`src/rtl/amer_pkg.sv`:
```
// Shared definitions for the approximate-multiplier accumulator and its bench.
package amer_pkg;

    localparam int PROD_W = 16;
    localparam int ACC_W  = 24;
    localparam int LEN_W  = 8;

    typedef enum logic [1:0] {
        IDLE  = 2'd0,
        ACCUM = 2'd1,
        HOLD  = 2'd2
    } state_t;

endpackage

```
`src/rtl/amer_acc.sv`:
```
// Streaming accumulator that sums a programmed number of unsigned multiplier
// products and presents the wrapped sum with a sticky carry-out flag.
module amer_acc #(
    parameter int PROD_W = amer_pkg::PROD_W,
    parameter int ACC_W  = amer_pkg::ACC_W,
    parameter int LEN_W  = amer_pkg::LEN_W
) (
    input  logic              clk,
    input  logic              rst_n,
    input  logic              start,
    input  logic [LEN_W-1:0]  len,
    input  logic              in_valid,
    output logic              in_ready,
    input  logic [PROD_W-1:0] in_z,
    output logic              out_valid,
    input  logic              out_ready,
    output logic [ACC_W-1:0]  out_sum,
    output logic              out_ovf,
    output logic              busy
);
    import amer_pkg::*;

    state_t             state;
    state_t             state_nxt;
    logic [ACC_W-1:0]   acc;
    logic               ovf;
    logic [LEN_W-1:0]   rem;
    logic [ACC_W:0]     sum_ext;

    // One extra bit on the adder captures the carry that feeds the sticky flag.
    assign sum_ext  = {1'b0, acc} + {{(ACC_W + 1 - PROD_W){1'b0}}, in_z};
    assign in_ready = (state == ACCUM);
    assign out_sum  = acc;
    assign out_ovf  = ovf;

    always_comb begin
        state_nxt = state;
        case (state)
            IDLE: begin
                if (start) begin
                    state_nxt = (len == '0) ? HOLD : ACCUM;
                end
            end
            ACCUM: begin
                if (in_valid && (rem == LEN_W'(1))) begin
                    state_nxt = HOLD;
                end
            end
            HOLD: begin
                if (out_ready) begin
                    state_nxt = IDLE;
                end
            end
            default: state_nxt = IDLE;
        endcase
    end

    always_ff @(posedge clk or negedge rst_n) begin
        if (!rst_n) begin
            state     <= IDLE;
            acc       <= '0;
            ovf       <= 1'b0;
            rem       <= '0;
            out_valid <= 1'b0;
            busy      <= 1'b0;
        end else begin
            state     <= state_nxt;
            out_valid <= (state_nxt == HOLD);
            busy      <= (state_nxt != IDLE);
            case (state)
                IDLE: begin
                    if (start) begin
                        acc <= '0;
                        ovf <= 1'b0;
                        rem <= len;
                    end
                end
                ACCUM: begin
                    if (in_valid) begin
                        acc <= sum_ext[ACC_W-1:0];
                        ovf <= ovf | sum_ext[ACC_W];
                        rem <= rem - LEN_W'(1);
                    end
                end
                default: ;
            endcase
        end
    end

endmodule

```
`config.mk`:
```
export PLATFORM = sky130hd
export DESIGN_NAME = amer_acc
export DESIGN_NICKNAME = d
export VERILOG_FILES = /design/src/rtl/amer_pkg.sv /design/src/rtl/amer_acc.sv
export SDC_FILE = /design/constraint.sdc
export NUM_CORES = 1
export LEC_CHECK = 0
export BUFFER_PORTS_ARGS = -buffer_cell sky130_fd_sc_hd__buf_2
export CORE_AREA = 4 4 92 85
export DETAILED_ROUTE_END_ITERATION = 12
export DIE_AREA = 0 0 96 89
export SLEW_MARGIN = 0
export SYNTH_ARGS = -nofsm -noshare
export SYNTH_HDL_FRONTEND = slang
export SYNTH_SLANG_ARGS = --single-unit
```
`constraint.sdc`:
```
create_clock -name clk -period 2.8 [get_ports clk]
set_clock_uncertainty 0.05 [all_clocks]
set_input_delay 0.28 -clock clk [delete_from_list [all_inputs] [get_ports clk]]
set_output_delay 0.28 -clock clk [all_outputs]
set_load 0.005 [all_outputs]
```
==> flow_metrics.env, run 1 <==
export IMPL_status="completed"
export IMPL_clk_pin_slew_ps=80
export IMPL_hold_viol_final=0
export IMPL_rows=29
export IMPL_grt_total_usage_pct=17.4
export IMPL_hpwl_mm=5.18
export IMPL_synth_mux_area_share_pct=0.416
export IMPL_worstPathMaxFanout=9
export IMPL_drtAntennaViolNets=0
export IMPL_pin_count=57
export IMPL_multi_input_area_mm2=0.00168
export IMPL_finalSetupViolCount=0
export IMPL_ys_ff_latch=37
export IMPL_cts_root_buffer="clkbuf_8"
export IMPL_cp_arrival_ps=2760
export IMPL_area_growth_synth_to_final_pct=18.1
export IMPL_synth_cell_types=56
export IMPL_grt_overflow=0
export IMPL_post_cts_setup_buffers=0
export IMPL_die_x_um=96
export IMPL_drtPass1Iterations=4
export IMPL_pre_cts_ws_ps=266
export IMPL_drt_wl_total_mm=6.97
export IMPL_hp_class="primary input to async pin"
export IMPL_grt_pass1_wl_mm=11.6
export IMPL_cp_start_kind="flip-flop"
export IMPL_setup_tns_ps=0
export IMPL_portBuffers=56
export IMPL_ys_warnings_count=0
export IMPL_critPathKind="flip-flop to flip-flop"
export IMPL_final_layout_size_suffix_gt1_share_pct=21.7
export IMPL_grt_pass1_vias=2299
export IMPL_syn_avg_cell_area_um2=8.58
export IMPL_slew_headroom_pct=41.3
export IMPL_ys_seq_area_share_pct=34.2
export IMPL_layout_min_cycle_time_ps=2580
export IMPL_worst_pin_slew_ps=880
export IMPL_drc=0
export IMPL_synth_fa_ha_area_share_pct=9.07
export IMPL_clock_sinks=37
export IMPL_core_area_mm2=0.00693
export IMPL_final_area_mm2=0.00319
export IMPL_synth_compound_area_share_pct=22.8
export IMPL_rsz0062_at_grt="false"
export IMPL_antenna_found_initial=0
export IMPL_die_h_um=89
export IMPL_p_leak_nw=1.40
export IMPL_netlist_instances=315
export IMPL_slew_violations=0
export IMPL_synth_edf_count=0
export IMPL_synth_simple_area_share_pct=25.3
export IMPL_detail_route_vias_per_cell=5.44
export IMPL_holdWs_ps=55.8
export IMPL_max_clock_path_buffers=2
export IMPL_n_antenna_cell=0
export IMPL_synth_fp_nets=363
export IMPL_initial_core_util_pct=39.0
export IMPL_vias=2509
export IMPL_fp_dieArea_mm2=0.00854
export IMPL_power_mw=3.52
export IMPL_ir_worst_vdd_mv=0.502
export IMPL_globalplace_congestion=0.825
export IMPL_layout_setup_ws_ps=218
export IMPL_fillers=702
export IMPL_cp_end_kind="flip-flop"
export IMPL_grt_max_degree=38
export IMPL_cts_tree="done"
export IMPL_dominantRegCellSynth="dfrtp_1"
export IMPL_syn_area_mm2=0.00270
export IMPL_numCtsBuffers=5
export IMPL_wl_per_cell_um=15.1
export IMPL_seqCellArea_um2=926
export IMPL_h_tree_depth=2
export IMPL_timing_final_crit_share_pct=92.2
export IMPL_async_flop_share_pct=100
export IMPL_synth_top_family_by_area="simple AND/OR/NAND/NOR gates"
export IMPL_cap_violations=0
export IMPL_clock_latency_ps=290
export IMPL_placed_cell_area_mm2=0.00308
export IMPL_drt_iter0_drc=144
export IMPL_cts_hold_buffers=0
export IMPL_nets=415
export IMPL_postCtsResizedCells=0
export IMPL_crit_required_ps=2980
export IMPL_max_freq_mhz=387
export IMPL_pwr_density_cell_mw_per_mm2=1100
export IMPL_synth_xor_area_share_pct=4.53
==> worst max-delay path, cell delays in order, from the launching register on <==
cell and delay [ps]:
dfrtp_1 400, ha_1 220, fa_1 440, a21o_1 210
a221oi_2 260, a2111o_1 230, nand3_4 120, or4b_1 490
nand3_1 90
==> report_power, final <==
part	total, mW	switching (mW)	internal (mW)
clock network	0.496	0.205	0.291
registers	0.976	0.217	0.760
logic	2.05	1.16	0.883
total	3.52	1.59	1.93
==> registers in the layout (all words and copies together), names as in the netlist <==
name       flops
state          2
out_valid      1
out_sum       24
rem            8
busy           1
out_ovf        1
==> cells in the mapped netlist, types with 2 or more instances <==
master	n	share of area, %
nand3_1	15	2.8
or4_1	2	0.56
buf_2	4	0.74
a311oi_1	3	0.97
inv_1	5	0.69
nor4b_1	11	3.6
dfrtp_1	37	34
o211ai_1	3	0.83
nand3b_1	5	1.4
xnor2_1	7	2.3
o22ai_1	2	0.46
o41ai_1	2	0.65
xor2_1	7	2.3
o21ai_0	35	6.5
clkbuf_1	13	1.8
nand2b_1	6	1.4
o311ai_0	2	0.65
nand2_1	41	5.7
a211oi_1	3	0.83
ha_1	18	8.3
or4b_1	3	1.1
or3_1	3	0.69
a21o_1	5	1.4
nor3_1	4	0.74
nor2_1	15	2.1
nand4_1	5	1.2
o31ai_1	2	0.56
nor4_1	3	0.69
a31oi_1	2	0.46
a21oi_1	25	4.6
a22oi_1	2	0.56
==> final cells by class <==
class | count | area share (%)
timing repair buffer | 63 | 10.4
inverter | 5 | 0.588
sequential | 37 | 29.0
clock buffer | 7 | 2.70
clock inverter | 1 | 0.940
multi-input combinational | 255 | 52.7
tap | 93 | 3.64
==> stage by stage <==
| stage | std cells | util [%] |
|---|---|---|
| after global routing | 461 | 46.1 |
| after floorplan | 315 | - |
| after detailed placement | 453 | 44.4 |
| final | 461 | 46.1 |
| after global placement | 453 | 44.4 |
| after CTS | 461 | 46.1 |
==> cells in the final DEF, fill, tap and decap left out, types with 2 or more instances in the layout <==
| master | count |
|---|---|
| a211oi_1 | 3 |
| a21o_1 | 5 |
| a21oi_1 | 24 |
| a22oi_1 | 2 |
| a311oi_1 | 3 |
| a31oi_1 | 2 |
| buf_2 | 56 |
| buf_4 | 7 |
| clkbuf_8 | 6 |
| dfrtp_1 | 37 |
| ha_1 | 18 |
| inv_1 | 5 |
| nand2_1 | 41 |
| nand2b_1 | 6 |
| nand3_1 | 15 |
| nand3b_1 | 5 |
| nand4_1 | 5 |
| nor2_1 | 15 |
| nor3_1 | 4 |
| nor4_1 | 3 |
| nor4b_1 | 11 |
| o211ai_1 | 3 |
| o21ai_0 | 35 |
| o22ai_1 | 2 |
| o311ai_0 | 2 |
| o31ai_1 | 2 |
| o41ai_1 | 2 |
| or3_1 | 3 |
| or4_1 | 2 |
| or4b_1 | 3 |
| xnor2_1 | 7 |
| xor2_1 | 7 |
==> cells by family (layout without fill, tap and decap cells) <==
group           count (synthesis)  after routing
mux                             1              1
fa+ha+maj                      19             19
compound gates                 98             98
flops                          37             37
buf+inv                        23             76
simple gates                  123            123
xor+xnor                       14             14
==> per-layer routing <==
| metal | global-route usage [%] | vias to the layer above | share of wire, % |
|---|---|---|---|
| met4 | 4.26 | 0 | 1.0 |
| met3 | 4.80 | 6 | 5.4 |
| met2 | 24.9 | 47 | 43 |
| met1 | 25.9 | 1172 | 50 |
| li1 | - | 1284 | - |
| met5 | 0 | - | 0 |
==> worst paths after layout <==
kind	startpoint	endpoint	slack, ps	cells after the start
setup / recovery	out_sum[0]	out_sum[18]	220	8
hold / removal	rst_n	out_sum[11]	60	1
setup reg to reg	out_sum[0]	out_sum[18]	220	8
hold reg to reg	out_sum[0]	out_sum[0]	460	2
max in group asynchronous	rst_n	out_sum[22]	2090	1
min in group clk	len[0]	rem[0]	200	3
No activity file was read; power rests on OpenSTA's default activity.
==> run 2, diff against run 1 <==
--- a/config.mk
+++ b/config.mk
@@ -6,9 +6,9 @@
 export NUM_CORES = 1
 export LEC_CHECK = 0
 export BUFFER_PORTS_ARGS = -buffer_cell sky130_fd_sc_hd__buf_2
-export CORE_AREA = 4 4 92 85
+export CORE_AREA = 4 4 97 81
 export DETAILED_ROUTE_END_ITERATION = 12
-export DIE_AREA = 0 0 96 89
+export DIE_AREA = 0 0 101 85
 export SLEW_MARGIN = 0
 export SYNTH_ARGS = -nofsm -noshare
 export SYNTH_HDL_FRONTEND = slang
==> run 2 against run 1 <==
  * Die area increased by 0.48%
  * Combinational power about the same
  * Clock power decreased by 17%
  * Design area decreased by 1.1%
  * Global-route usage decreased by 0.18 points
  * Register-to-register slack improved by 20 ps
  * Utilization increased by 0.43 points
  * Sequential share of layout area increased by 0.32 points
==> flow_metrics.env, run 2 (synthesized netlist as in run 1, its figures left out) <==
export IMPL_status="completed"
export IMPL_die_x_um=101
export IMPL_cap_violations=0
export IMPL_nets=414
export IMPL_most_common_layout_cells="buf_2, nand2_1, dfrtp_1, o21ai_0, a21oi_1"
export IMPL_cp_end_kind="flip-flop"
export IMPL_pre_cts_ws_ps=253
export IMPL_slew_violations=0
export IMPL_grt_overflow=0
export IMPL_numCtsBuffers=5
export IMPL_rsz0062_at_grt="false"
export IMPL_globalplace_congestion=0.806
export IMPL_placed_cell_area_mm2=0.00306
export IMPL_max_clock_path_buffers=2
export IMPL_layout_setup_ws_ps=240
export IMPL_crit_required_ps=2970
export IMPL_hold_viol_final=0
export IMPL_r2r_cells=8
export IMPL_rows=27
export IMPL_grt_total_usage_pct=17.3
export IMPL_timing_final_crit_share_pct=91.4
export IMPL_hp_class="primary input to async pin"
export IMPL_vias=2566
export IMPL_portBuffers=56
export IMPL_post_cts_setup_buffers=0
export IMPL_n_antenna_cell=0
export IMPL_mostFrequentLayoutCell="buf_2"
export IMPL_pin_count=57
export IMPL_drt_wl_total_mm=7.26
export IMPL_grt_pass1_vias=2556
export IMPL_cp_start_kind="flip-flop"
export IMPL_max_freq_mhz=391
export IMPL_grt_pass1_wl_mm=12.1
export IMPL_detail_route_vias_per_cell=5.65
export IMPL_core_area_mm2=0.00679
export IMPL_holdWs_ps=52.2
export IMPL_cts_root_buffer="clkbuf_8"
export IMPL_drt_iter0_drc=101
export IMPL_area_growth_synth_to_final_pct=16.8
export IMPL_h_tree_depth=2
export IMPL_setup_tns_ps=0
export IMPL_hpwl_mm=5.27
export IMPL_wl_per_cell_um=16.0
export IMPL_clock_latency_ps=300
export IMPL_clock_sinks=37
export IMPL_worst_pin_slew_ps=879
export IMPL_final_area_mm2=0.00316
export IMPL_fp_dieArea_mm2=0.00859
export IMPL_drtAntennaViolNets=0
export IMPL_largest_reg_flops=24
export IMPL_cts_hold_buffers=0
export IMPL_initial_core_util_pct=39.8
export IMPL_clk_pin_slew_ps=90
export IMPL_postCtsResizedCells=0
export IMPL_drtPass1Iterations=4
export IMPL_layout_min_cycle_time_ps=2560
export IMPL_worstPathMaxFanout=9
export IMPL_dp_cells=446
export IMPL_cp_arrival_ps=2730
export IMPL_slew_headroom_pct=41.4
export IMPL_grt_max_degree=38
export IMPL_finalSetupViolCount=0
export IMPL_pwr_density_cell_mw_per_mm2=1090
export IMPL_ir_worst_vdd_mv=0.491
export IMPL_fin_cells=454
export IMPL_drc=0
export IMPL_worstReg2RegEnd="out_sum[20]"
export IMPL_critPathKind="flip-flop to flip-flop"
export IMPL_p_leak_nw=1.39
export IMPL_critPathLaunch="out_sum[0]"
export IMPL_r2r_slack_ps=240
export IMPL_r2r_start="out_sum[0]"
export IMPL_final_layout_size_suffix_gt1_share_pct=21.8
export IMPL_die_h_um=85
export IMPL_antenna_found_initial=0
export IMPL_cts_tree="done"
==> run 2: changes by cell type in the layout (fill, tap and decap cells not counted), sizes merged <==
cell and delta:
clkbuf -1, buf -1, clkinv +2, bufinv -1
==> run 2: power by group <==
part / switching, mW / internal [mW] / total, mW
combinational: 1.18 / 0.878 / 2.06
sequential: 0.222 / 0.760 / 0.981
clock: 0.214 / 0.200 / 0.414
==> run 2: through the flow <==
stage	utilization, %	total power, mW
3_5_place_dp	45.1	3.05
4_1_cts	46.5	3.48
2_1_floorplan	-	2.46
6_report	46.5	3.46
3_3_place_gp	45.1	3.00
5_1_grt	46.5	3.82
==> run 2: worst max path at each step <==
stage	cells after the start	to	slack, ps
floorplan	8	out_sum[16]	290
global placement	9	out_sum[20]	300
detailed placement	9	out_sum[20]	250
CTS	8	out_sum[20]	230
global route	8	out_sum[20]	90
finish	8	out_sum[20]	240
==> run 2: layout make-up <==
type                    count  area, um2
flip-flops and latches     37        926
repair buffers             62        325
clock inverters             2       13.8
inverters                   5       18.8
fillers                   671       3630
well taps                  87        109
clock buffers               6       82.6
multi-input cells         255       1680
==> run 2: worst max-delay path, stage by stage, from the launching register on <==
cell	delay, ps
dfrtp_1	400
ha_1	210
fa_1	430
a21o_1	210
a221oi_2	270
a2111o_1	220
nand3_4	120
or4b_1	490
nand3_1	100
==> run 2: per-layer routing <==
metal / track usage [%] / vias to the layer above / share of wire, %
met5: 0 / - / 0
met4: 4.11 / 0 / 0.68
met3: 3.29 / 4 / 5.9
met2: 25.5 / 69 / 41
met1: 25.8 / 1205 / 52
li1: - / 1288 / -
==> run 3, diff against run 2 <==
--- a/config.mk
+++ b/config.mk
@@ -7,6 +7,7 @@
 export LEC_CHECK = 0
 export BUFFER_PORTS_ARGS = -buffer_cell sky130_fd_sc_hd__buf_2
 export CORE_AREA = 4 4 97 81
+export CTS_BUF_LIST = sky130_fd_sc_hd__clkbuf_4 sky130_fd_sc_hd__clkbuf_8
 export DETAILED_ROUTE_END_ITERATION = 12
 export DIE_AREA = 0 0 101 85
 export SLEW_MARGIN = 0
==> constraint.sdc (replaced) <==
create_clock -name clk -period 3.1 [get_ports clk]
set_clock_uncertainty 0.05 [all_clocks]
set_input_delay 0.31 -clock clk [delete_from_list [all_inputs] [get_ports clk]]
set_output_delay 0.31 -clock clk [all_outputs]
set_load 0.005 [all_outputs]
==> run 3 against run 2 <==
  * Die area unchanged
  * Register-to-register slack better by 150 ps
  * Clock power up 11%
  * Routed wire length down 0.48%
  * Combinational power down 9.7%
  * Total power down 7.2%
  * Critical path depth unchanged
  * Critical endpoint is now out_sum[18]
  * Largest power group unchanged
  * Highest routed layer unchanged
==> flow_metrics.env, run 3 (synthesized netlist as in run 1, its figures left out) <==
export IMPL_n_antenna_cell=0
export IMPL_vias=2555
export IMPL_worst_pin_slew_ps=871
export IMPL_rows=27
export IMPL_grt_total_usage_pct=17.2
export IMPL_antenna_found_initial=0
export IMPL_die_h_um=85
export IMPL_holdWs_ps=69.5
export IMPL_drc=0
export IMPL_core_area_mm2=0.00679
export IMPL_r2r_slack_ps=390
export IMPL_initial_core_util_pct=39.8
export IMPL_hold_viol_final=0
export IMPL_crit_required_ps=3290
export IMPL_timing_final_crit_share_pct=87.6
export IMPL_mostFrequentLayoutCell="buf_2"
export IMPL_setup_tns_ps=0
export IMPL_worstReg2RegEnd="out_sum[18]"
export IMPL_multi_input_area_mm2=0.00168
export IMPL_final_area_mm2=0.00318
export IMPL_cp_arrival_ps=2900
export IMPL_ir_worst_vdd_mv=0.396
export IMPL_grt_pass1_wl_mm=11.8
export IMPL_placed_cell_area_mm2=0.00306
export IMPL_wl_per_cell_um=15.9
export IMPL_max_clock_path_buffers=2
export IMPL_grt_pass1_vias=2332
export IMPL_clock_sinks=37
export IMPL_finalSetupViolCount=0
export IMPL_area_growth_synth_to_final_pct=17.7
export IMPL_fillers=703
export IMPL_fp_dieArea_mm2=0.00859
export IMPL_cts_hold_buffers=0
export IMPL_post_cts_setup_buffers=0
export IMPL_worstPathMaxFanout=9
export IMPL_layout_min_cycle_time_ps=2710
export IMPL_dp_cells=446
export IMPL_hp_class="primary input to async pin"
export IMPL_cp_start_kind="flip-flop"
export IMPL_cts_root_buffer="clkbuf_8"
export IMPL_largest_reg_flops=24
export IMPL_pin_count=57
export IMPL_slew_headroom_pct=41.9
export IMPL_r2r_cells=8
export IMPL_slew_violations=0
export IMPL_die_x_um=101
export IMPL_hpwl_mm=5.29
export IMPL_layout_setup_ws_ps=386
export IMPL_status="completed"
export IMPL_globalplace_congestion=0.801
export IMPL_h_tree_depth=2
export IMPL_seqCellArea_um2=926
export IMPL_cap_violations=0
export IMPL_fin_cells=454
export IMPL_most_common_layout_cells="buf_2, nand2_1, dfrtp_1, o21ai_0, a21oi_1"
export IMPL_grt_overflow=0
export IMPL_nets=414
export IMPL_cp_end_kind="flip-flop"
export IMPL_pre_cts_ws_ps=400
export IMPL_numCtsBuffers=5
export IMPL_drtAntennaViolNets=0
export IMPL_cts_tree="done"
export IMPL_drt_wl_total_mm=7.22
export IMPL_rsz0062_at_grt="false"
export IMPL_grt_max_degree=38
export IMPL_detail_route_vias_per_cell=5.63
export IMPL_portBuffers=56
export IMPL_pwr_density_cell_mw_per_mm2=1010
export IMPL_drtPass1Iterations=4
export IMPL_clk_pin_slew_ps=80
export IMPL_final_layout_size_suffix_gt1_share_pct=21.8
export IMPL_r2r_start="out_sum[0]"
export IMPL_max_freq_mhz=368
export IMPL_drt_iter0_drc=142
export IMPL_clock_latency_ps=300
export IMPL_postCtsResizedCells=0
export IMPL_critPathKind="flip-flop to flip-flop"
export IMPL_p_leak_nw=1.40
[run 3: cell types whose count changed in the layout (fill, tap and decap cells not counted)]
cell	change
clkbuf_4	+1
bufinv_16	+1
clkinv_4	-1
clkinv_2	-1
[run 3: layer usage]
layer | up-vias | GRT usage, % | share of wire (%)
li1 | 1283 | - | -
met4 | 0 | 6.16 | 1.9
met5 | - | 0 | 0
met1 | 1199 | 26.3 | 53
met3 | 10 | 3.29 | 5.3
met2 | 63 | 23.8 | 40
[run 3: power by group]
group	leakage, nW	switching [mW]	internal [mW]
combinational	0.892	1.07	0.792
clock	0.0619	0.188	0.271
sequential	0.445	0.200	0.686
[run 3: metrics by stage]
| step | power, mW | utilization (%) |
|---|---|---|
| 6_report | 3.21 | 46.9 |
| 2_1_floorplan | 2.22 | - |
| 3_3_place_gp | 2.71 | 45.1 |
| 4_1_cts | 3.23 | 46.9 |
| 5_1_grt | 3.52 | 46.9 |
| 3_5_place_dp | 2.75 | 45.1 |
[run 3: how the worst max path moves through the flow]
stage	start	endpoint	slack [ps]
floorplan	out_sum[0]	out_sum[16]	590
global placement	in_z[0]	out_sum[20]	440
detailed placement	in_z[0]	out_sum[18]	400
CTS	out_sum[0]	out_sum[18]	410
global route	out_sum[0]	out_sum[16]	280
finish	out_sum[0]	out_sum[18]	390
[run 3: worst max-delay path, stage by stage (launching register included)]
cell	delay, ps
dfrtp_1	400
ha_1	220
fa_1	430
a21o_1	200
a221oi_2	390
a2111o_1	250
nand3_4	120
or4b_1	490
nand3_1	90
[run 3: area by class of cell]
class	instances	area share (%)
clock buffer	7	2.83
clock inverter	1	0.944
inverter	5	0.590
multi-input combinational	255	52.9
sequential	37	29.1
tap	87	3.42
timing repair buffer	62	10.2
